`src/rtl/fir_pkg.sv`:
```
// Shared definitions for the FIR inverse filter: default coefficients, tap decode,
// FSM state encoding and the residual width rule.
package fir_pkg;

   localparam int DEF_WIDTH = 16;
   localparam int DEF_A0    = 6;
   localparam int DEF_A1    = 5;
   localparam int DEF_A2    = 4;
   localparam int DEF_A3    = 3;
   localparam int DEF_A4    = 2;
   localparam int DEF_A5    = 1;

   localparam logic [2:0] TAP_MIN = 3'b010;
   localparam logic [2:0] TAP_MAX = 3'b110;

   typedef enum logic [1:0] {
      ST_IDLE = 2'd0,
      ST_ACC  = 2'd1,
      ST_DIV  = 2'd2,
      ST_OUT  = 2'd3
   } fir_state_t;

   // Residual keeps 4 guard bits above the 2*width input so five tap subtractions never wrap.
   function automatic int rw_of(input int w);
      return 2 * w + 4;
   endfunction

   function automatic logic [2:0] decode_taps(input logic [2:0] tc);
      if (tc >= TAP_MIN && tc <= TAP_MAX) return tc;
      return TAP_MIN;
   endfunction

endpackage

```
`src/rtl/fir_inv_divider.sv`:
```
// Sequential restoring sign-magnitude divider: one quotient bit per cycle, truncating
// toward zero, remainder discarded.
module fir_inv_divider
   import fir_pkg::*;
#(
   parameter int RW = 36,
   parameter int DW = 16
) (
   input  logic                 clk,
   input  logic                 reset,
   input  logic                 start,
   input  logic signed [RW-1:0] dividend,
   input  logic signed [DW-1:0] divisor,
   output logic                 busy,
   output logic                 done,
   output logic signed [RW-1:0] quotient
);

   localparam int CW = $clog2(RW + 1);

   logic [RW-1:0] q_reg;
   logic [DW-1:0] rem;
   logic [DW-1:0] dvs_mag;
   logic          neg;
   logic [CW-1:0] cnt;

   logic [RW-1:0] dividend_mag;
   logic [DW-1:0] divisor_mag;
   logic [DW:0]   trial;
   logic [DW:0]   rem_diff;
   logic          ge;
   logic [DW-1:0] rem_next;

   assign dividend_mag = dividend[RW-1] ? (~dividend + 1'b1) : dividend;
   assign divisor_mag  = divisor[DW-1] ? (~divisor + 1'b1) : divisor;

   assign trial    = {rem, q_reg[RW-1]};
   assign rem_diff = trial - {1'b0, dvs_mag};
   assign ge       = (trial >= {1'b0, dvs_mag});
   assign rem_next = ge ? rem_diff[DW-1:0] : trial[DW-1:0];

   assign quotient = neg ? (~q_reg + 1'b1) : q_reg;

   // q_reg starts as |dividend| and is shifted out while quotient bits shift in.
   always_ff @(posedge clk or negedge reset) begin
      if (!reset) begin
         q_reg   <= '0;
         rem     <= '0;
         dvs_mag <= '0;
         neg     <= 1'b0;
         cnt     <= '0;
         busy    <= 1'b0;
         done    <= 1'b0;
      end else begin
         done <= 1'b0;
         if (start) begin
            q_reg   <= dividend_mag;
            rem     <= '0;
            dvs_mag <= divisor_mag;
            neg     <= dividend[RW-1] ^ divisor[DW-1];
            cnt     <= CW'(RW);
            busy    <= 1'b1;
         end else if (busy) begin
            q_reg <= {q_reg[RW-2:0], ge};
            rem   <= rem_next;
            cnt   <= cnt - 1'b1;
            if (cnt == CW'(1)) begin
               busy <= 1'b0;
               done <= 1'b1;
            end
         end
      end
   end

endmodule

```
`src/rtl/fir_inverse_filter.sv`:
```
// Inverse filter for the 6-tap FIR: x[n] = (y[n] - sum a_k*x[n-k]) / a0 using own output history.
//
// state | meaning
// IDLE  | waiting for a sample; hist_clear zeroes history here
// ACC   | subtract one a_k*x[n-k] per cycle, k = 1..T-1
// DIV   | sequential divide of residual by a0
// OUT   | result held until out_ready, then history shifts
module fir_inverse_filter
   import fir_pkg::*;
#(
   parameter int                        width = DEF_WIDTH,
   parameter logic signed [width-1:0]   A0 = width'(DEF_A0),
   parameter logic signed [width-1:0]   A1 = width'(DEF_A1),
   parameter logic signed [width-1:0]   A2 = width'(DEF_A2),
   parameter logic signed [width-1:0]   A3 = width'(DEF_A3),
   parameter logic signed [width-1:0]   A4 = width'(DEF_A4),
   parameter logic signed [width-1:0]   A5 = width'(DEF_A5)
) (
   input  logic                   clk,
   input  logic                   reset,
   input  logic [2*width-1:0]     in_data,
   input  logic                   in_valid,
   output logic                   in_ready,
   input  logic [2:0]             tap_control,
   input  logic                   hist_clear,
   output logic [width-1:0]       out_data,
   output logic                   out_valid,
   input  logic                   out_ready,
   output logic                   sat
);

   localparam int RW = rw_of(width);
   localparam logic signed [RW-1:0] QMAX = {{(RW-width+1){1'b0}}, {(width-1){1'b1}}};
   localparam logic signed [RW-1:0] QMIN = {{(RW-width+1){1'b1}}, {(width-1){1'b0}}};

   fir_state_t state, state_next;

   logic signed [RW-1:0]      r;
   logic [2:0]                t_lat;
   logic [2:0]                k;
   logic signed [width-1:0]   hist [0:4];

   logic signed [width-1:0]   coef_sel;
   logic signed [width-1:0]   hist_sel;
   logic signed [2*width-1:0] prod;
   logic signed [RW-1:0]      acc_next;
   logic                      acc_last;
   logic                      accept;

   logic                      div_start;
   logic                      div_busy;
   logic                      div_done;
   logic signed [RW-1:0]      quotient;
   logic                      sat_hi;
   logic                      sat_lo;
   logic [width-1:0]          q_sat;

   assign in_ready = (state == ST_IDLE) && !hist_clear;
   assign accept   = in_valid && in_ready;

   always_comb begin
      coef_sel = '0;
      hist_sel = '0;
      case (k)
         3'd1: begin coef_sel = A1; hist_sel = hist[0]; end
         3'd2: begin coef_sel = A2; hist_sel = hist[1]; end
         3'd3: begin coef_sel = A3; hist_sel = hist[2]; end
         3'd4: begin coef_sel = A4; hist_sel = hist[3]; end
         3'd5: begin coef_sel = A5; hist_sel = hist[4]; end
         default: ;
      endcase
   end

   assign prod     = coef_sel * hist_sel;
   assign acc_next = r - $signed({{(RW-2*width){prod[2*width-1]}}, prod});
   assign acc_last = (k == t_lat - 3'd1);

   // The divider loads the residual as it leaves ACC, so the last subtraction feeds it directly.
   assign div_start = (state == ST_ACC) && acc_last && !div_busy;

   fir_inv_divider #(.RW(RW), .DW(width)) u_div (
      .clk      (clk),
      .reset    (reset),
      .start    (div_start),
      .dividend (acc_next),
      .divisor  (A0),
      .busy     (div_busy),
      .done     (div_done),
      .quotient (quotient)
   );

   assign sat_hi = (quotient > QMAX);
   assign sat_lo = (quotient < QMIN);
   assign q_sat  = sat_hi ? {1'b0, {(width-1){1'b1}}} :
                   sat_lo ? {1'b1, {(width-1){1'b0}}} :
                            quotient[width-1:0];

   always_comb begin
      state_next = state;
      case (state)
         ST_IDLE: if (accept)    state_next = ST_ACC;
         ST_ACC:  if (acc_last)  state_next = ST_DIV;
         ST_DIV:  if (div_done)  state_next = ST_OUT;
         ST_OUT:  if (out_ready) state_next = ST_IDLE;
         default:                state_next = ST_IDLE;
      endcase
   end

   always_ff @(posedge clk or negedge reset) begin
      if (!reset) state <= ST_IDLE;
      else        state <= state_next;
   end

   always_ff @(posedge clk or negedge reset) begin
      if (!reset) begin
         r         <= '0;
         t_lat     <= TAP_MIN;
         k         <= 3'd1;
         out_data  <= '0;
         out_valid <= 1'b0;
         sat       <= 1'b0;
         for (int i = 0; i < 5; i++) hist[i] <= '0;
      end else begin
         case (state)
            ST_IDLE: begin
               if (hist_clear) begin
                  for (int i = 0; i < 5; i++) hist[i] <= '0;
               end else if (in_valid) begin
                  r     <= $signed({{(RW-2*width){in_data[2*width-1]}}, in_data});
                  t_lat <= decode_taps(tap_control);
                  k     <= 3'd1;
               end
            end
            ST_ACC: begin
               r <= acc_next;
               k <= k + 3'd1;
            end
            ST_DIV: begin
               if (div_done) begin
                  out_data  <= q_sat;
                  sat       <= sat_hi || sat_lo;
                  out_valid <= 1'b1;
               end
            end
            ST_OUT: begin
               if (out_ready) begin
                  out_valid <= 1'b0;
                  hist[0]   <= out_data;
                  for (int i = 1; i < 5; i++) hist[i] <= hist[i-1];
               end
            end
            default: ;
         endcase
      end
   end

endmodule

```
`config.mk`:
```
export PLATFORM = sky130hd
export DESIGN_NAME = fir_inverse_filter
export DESIGN_NICKNAME = d
export VERILOG_FILES = /design/src/rtl/fir_pkg.sv /design/src/rtl/fir_inv_divider.sv /design/src/rtl/fir_inverse_filter.sv
export SDC_FILE = /design/constraint.sdc
export NUM_CORES = 1
export LEC_CHECK = 0
export CORE_MARGIN = 2
export CORE_UTILIZATION = 61
export CTS_CLUSTER_SIZE = 28
export DETAILED_ROUTE_END_ITERATION = 8
export PLACE_DENSITY = 0.88
export SYNTH_ARGS = -nofsm -noshare
export SYNTH_HDL_FRONTEND = slang
export SYNTH_HIERARCHICAL = 1
export SYNTH_SLANG_ARGS = --single-unit
```
`constraint.sdc`:
```
create_clock -name clk -period 22.9 [get_ports clk]
set_input_delay 2.29 -clock clk [delete_from_list [all_inputs] [get_ports clk]]
set_output_delay 2.29 -clock clk [all_outputs]
set_load 0.005 [all_outputs]
```
-- Yosys cells after proc, flatten, opt, wreduce, memory -nomap -nowiden
Cells that the tools add are included.
- multipliers: 1
- magnitude comparators: 5
- reduce and logical (&&, ||, !) cells: 19
- equal/unequal tests: 17
- mux-type cells: 42
- bitwise gates (word level): 3
- add/sub/neg operators: 7
- operators with widths (operator ; number):
    36-bit two-way mux ; 6
    80-bit two-way mux ; 2
    80-bit one-hot mux with 2 select lines ; 1
    16-bit two-way mux ; 5
    16-bit one-hot mux with 5 select lines ; 1
    36-bit by 1-bit adder with 36-bit output, second input constant ; 2
    36-bit inverter ; 2
    36-bit one-hot mux with 2 select lines ; 1
    36-bit by 16-bit greater-than comparator with 1-bit output, second input constant ; 1
    36-bit by 16-bit < comparator with 1-bit output, second input constant ; 1
    36-bit by 20-bit subtractor with 36-bit output ; 1
    4-bit by 16-bit multiplier with 20-bit output ; 1
    17-bit by 3-bit >= comparator with 1-bit output ; 1
    16-bit by 3-bit subtractor with 16-bit output ; 1
    3-bit one-hot mux with 5 select lines ; 1
    1-bit two-way mux ; 12
    3-bit two-way mux ; 4
    6-bit two-way mux ; 2
    2-bit inequality test, second input constant ; 6
    3-bit AND reduction ; 4
    2-bit two-way mux ; 4
    2-bit one-hot mux with 4 select lines ; 1
    2-bit nonzero test ; 4
    3-bit by 2-bit equality test with 1-bit output, second input constant ; 2
    21 further kinds ; 28
- logic and storage cells: 113
- register bits after elaboration: 204

-- Longest topological paths before layout
- depth in word-level cells: 8
- mapped depth: 30

-- By module
Netlist, hierarchy kept.
- modules (own cells, without submodules) (module ; seq. area each (µm²) ; instances ; area an instance (µm²) ; cells each):
    fir_inverse_filter ; 3555.9 ; 1 ; 11392.2 ; 1366
    fir_inv_divider ; 1926.8 ; 1 ; 5994.5 ; 699

-- Worst setup path before layout
Ideal clock, no wire load.
- kind: register to register
- from: reg k[2]
- to: reg u_div.q_reg[29]
- arrival time: 7544 ps
- clock period less this slack: 7681 ps
- path buffers: 3
- cell stages (with the launch flop): 30
- slack: 15219 ps
- library setup time: 137 ps
- path through: dfrtp_1 clkbuf_1 inv_1 ha_1 clkbuf_1 or2_2 o21a_1 or2_2 clkbuf_1 nand2_1 fa_1 inv_1 ha_1 fa_1 inv_1 ha_1 a21o_1 or4_1 o21ai_0 o31ai_1 a21o_1 a21oi_1 xnor2_1 or4_1 or3_1 or4_1 nand2b_1 o41ai_1 xor2_1 a21oi_1
- longest elaborated chain between the ends: 8
- elaborated cells on any way between the ends: 17
- RTL lines (item ; RTL line ; source):
    from (decl) ; fir_inverse_filter.sv:40 ; logic [2:0] k;
    from (signal assigned) ; fir_inverse_filter.sv:136 ; k <= k + 3'd1;
    3-bit equality test, or another cell as far along ; fir_inverse_filter.sv:64 ; case (k)
    3-bit one-hot mux with 5 select lines or 16-bit one-hot mux with 5 select lines (tied branches) ; fir_inverse_filter.sv:64 ;
    4-bit by 16-bit multiplier with 20-bit output * ; fir_inverse_filter.sv:74 ; assign prod = coef_sel * hist_sel;
    36-bit by 20-bit subtractor with 36-bit output * ; fir_inverse_filter.sv:75 ; assign acc_next = r - $signed({{(RW-2*width){prod[2*width-1]}}, prod});
    via acc_next[14] ; fir_inverse_filter.sv:46 ; logic signed [RW-1:0] acc_next;
    36-bit inverter * ; fir_inv_divider.sv:34 ; assign dividend_mag = dividend[RW-1] ? (~dividend + 1'b1) : dividend;
    36-bit by 1-bit adder with 36-bit output * ; fir_inv_divider.sv:34 ;
    36-bit two-way mux * ; fir_inv_divider.sv:34 ;
    36-bit two-way mux * ; fir_inv_divider.sv:56 ; if (start) begin
    to (signal assigned) ; fir_inv_divider.sv:57 ; q_reg <= dividend_mag;
    to (signal assigned) ; fir_inv_divider.sv:64 ; q_reg <= {q_reg[RW-2:0], ge};
    to (decl) ; fir_inv_divider.sv:21 ; logic [RW-1:0] q_reg;
Mark *: on every way through the listed nets, which the timed path passes. The rest lies on a longest branch.
A chain may end at the register's enable or synchronous reset.

-- Worst setup path in the final report
- from: reg k[0]
- to: reg u_div.q_reg[31]
The elaborated chain is that of the path after synthesis.

==> run metrics <==
Max-cap violations 0; Worst path depth 24; ANT nets after route 0; Critical Path Start Type register; CTS Buf Count 26; most frequent cell after synthesis nand2_1; Largest register FFs 80; Worst Skew 0.0165 ns; Post-synth top cells nand2_1, dfrtp_1, inv_1; Synth async-reset ratio 100%; vias in the first global route 14827; share of cells above drive strength 1 4.77%; Post-synth EDFFs 0; wire per inst 18.8 microns; Post-Layout Inst Area 19200 sq um; grt peak-use layer met2; final net count 2311; Die Span Y 173 microns; Slew headroom 15.5%; Layout area overhead 10.2%; met1 Usage GRT 41.7%; biggest area consumer among synthesized cells dfrtp_1; Slowest-stage cell, CP fa_1; Synth Flop Type dfrtp_1; Sink Count 219; hold bufs inserted after CTS 0; Worst-Margin Slew 1.27 ns; Int Power 0.00142 W; CTS resizes 0; Post-Synthesis Cells 2065; Synth top area share 31.2%; Critical Path AT 8.96 ns; Total Wirelength 47000 microns; fmax 117 MHz; sw frac 50.0%; M2 GR Usage 51.4%; RR Startpoint k[0]; sequential share of power 23.1%; largest net degree at the start of global routing 84; Routability Congestion 0.981; crit-path cells ha_1 -> and2_1 -> nand2_1 -> o2111a_1 -> nor2_1 -> inv_1 -> fa_1 -> inv_1 -> ha_1 -> fa_1 -> inv_1 -> ha_1 -> a21o_1 -> nor2b_1 -> nand3_1 -> a221oi_1 -> xnor2_1 -> or4_1 -> or4_1 -> nor2_1 -> nand2b_1 -> o31ai_1 -> xor2_1 -> a21oi_1; Yosys warnings 6; Logic pwr share 63.0%; clock share of power 13.8%; TritonCTS clock tree done; met3 Use GR 4.75%; initial antenna violation count 0; sequential element share of the synthesized area 31.5%; global-route wire length before repair 76900 microns; setup TNS 0 ns; DRC Markers 0; CTS Buffer Depth 3; Post-DP HPWL 34100 microns; leakage power 8.92 nW; Hold Fails Final Rpt 0; status complete, no violations; FP Rows 61; worst reg2reg path depth 24; register clock-pin slew on the reported worst setup and hold paths 0.07 ns; Vias/cell 6.11; gr usage total 31.3%; Bufs and invs on worst path 3; Post-DP Area 18400 sq um; crit path kind reg -> reg; Max IR drop VDD 0.0000821 V; Final setup viols 0; Starting Density 62.2%; fin crit share 37.4%; CP required 23.30 ns; via count 15250; worst min path class reg -> reg; Yosys reg bits 219; Die X 173 microns; Cell variety after synth 77; number of setup buffers added after CTS 0; Final Slew Violations 0; first-pass detailed-route iteration total 8; Cell Pwr Density 148 nW/um^2; Root Buffer clkbuf_16; drt initial violations 1477; Critical Path End u_div/q_reg[31]; core area 27900 sq um; reg2reg end u_div/q_reg[31]; Critical Path End Type register; setup slack, reg-to-reg 14.33 ns; top cells by area, synth dfrtp_1, fa_1, ha_1, nand2_1, xnor2_1; Sw Pwr 0.00142 W; GRT overflow 0; unrepaired setup endpoints after global routing false; full die area 29900 sq um; Avg Cell Area, Syn 8.42 sq um; CP peak stage delay 0.72 ns; IO Count 59; Crit Path Max Fanout 16; min cycle time layout 8.57 ns; port buffer count 58; cell family with most CP delay simple AND/OR/NAND/NOR gates; n_diodes 0; Worst-Skew Late Latency 0.55 ns; Post-Syn Area 17400 sq um; worst setup path startpoint k[0]; H-tree depth 1
stage by stage:
| step | setup WS, ns | utilization (%) | cells | hold WS, ns | total power (W) |
|---|---|---|---|---|---|
| 2_1_floorplan | 15.22 | - | 2118 | 0.430 | 0.00195 |
| 3_3_place_gp | 14.68 | 65.7 | 2453 | 0.452 | 0.00234 |
| 3_5_place_dp | 14.46 | 65.7 | 2453 | 0.461 | 0.00240 |
| 4_1_cts | 14.41 | 68.6 | 2497 | 0.478 | 0.00281 |
| 5_1_grt | 13.77 | 68.6 | 2497 | 0.503 | 0.00305 |
| 6_report | 14.33 | 68.6 | 2497 | 0.480 | 0.00284 |
tightest hold or removal path, delay by kind of cell (launching register included):
kind,cells,cell delay (ns)
flip-flops,1,0.35
AND/OR/NAND/NOR,2,0.10
layout make-up:
class	instances	area (sq um)
tap	378	473
inverter	177	664
sequential	219	5480
clock buffer	36	738
multi-input combinational	1604	11000
clock inverter	8	62.6
timing repair buffer	75	713
fill	2253	8770
power groups by stage:
stage | Clock [W] | Sequential (W) | Combinational (W)
after global routing | 0.000413 | 0.000673 | 0.00197
after floorplan | 0 | 0.000599 | 0.00135
after detailed placement | 0 | 0.000658 | 0.00174
after CTS | 0.000398 | 0.000653 | 0.00176
after global placement | 0 | 0.000650 | 0.00169
final | 0.000393 | 0.000657 | 0.00179
layout by cell type, fill, tap and decap left out, drive strengths merged, types with 12 or more instances in the layout:
cell             n
clkdlybuf4s50   57
nor4            12
nor3            16
nand2          335
dfrtp          217
nor2           125
o21a            15
nand2b          18
and3            13
fa              66
a21o            28
conb            55
nor2b           26
or3             19
o21bai          19
inv            177
a21oi           86
a31oi           18
nand4           15
a22oi           22
xor2            40
o21ai          131
xnor2          104
ha             102
or4             18
clkbuf          36
a221oi          19
o31ai           32
nand3          104
a211oi          19
buf             18
o41ai           13
mux2i           32
metal layers:
metal / share of wire (%) / up-vias / wire length (microns)
li1: - / 7138 / -
met1: 42 / 7384 / 19700
met2: 47 / 591 / 22200
met3: 6.4 / 137 / 3020
met4: 4.5 / 0 / 2090
met5: 0 / - / 0
cell families (layout without fill, tap and decap cells):
kind of cell / count (synthesis) / after routing / synth area share (%)
other cells: 2 / 55 / 0.0432
compound gates: 475 / 475 / 18.7
buf+inv: 295 / 296 / 6.40
simple gates: 727 / 727 / 19.1
flops: 219 / 219 / 31.5
fa+ha+maj: 168 / 168 / 14.9
mux: 35 / 35 / 2.04
xor+xnor: 144 / 144 / 7.25
worst min path at each step:
stage               startpoint      end  slack (ns)  cells after the start
floorplan              hist[0]  hist[0]        0.43                      2
global placement       hist[2]  hist[2]        0.45                      2
detailed placement     hist[7]  hist[7]        0.46                      2
CTS                    hist[7]  hist[7]        0.48                      2
global route           hist[2]  hist[2]        0.50                      2
finish                 hist[7]  hist[7]        0.48                      2
Note: power is estimated with default switching activity, not from simulation.
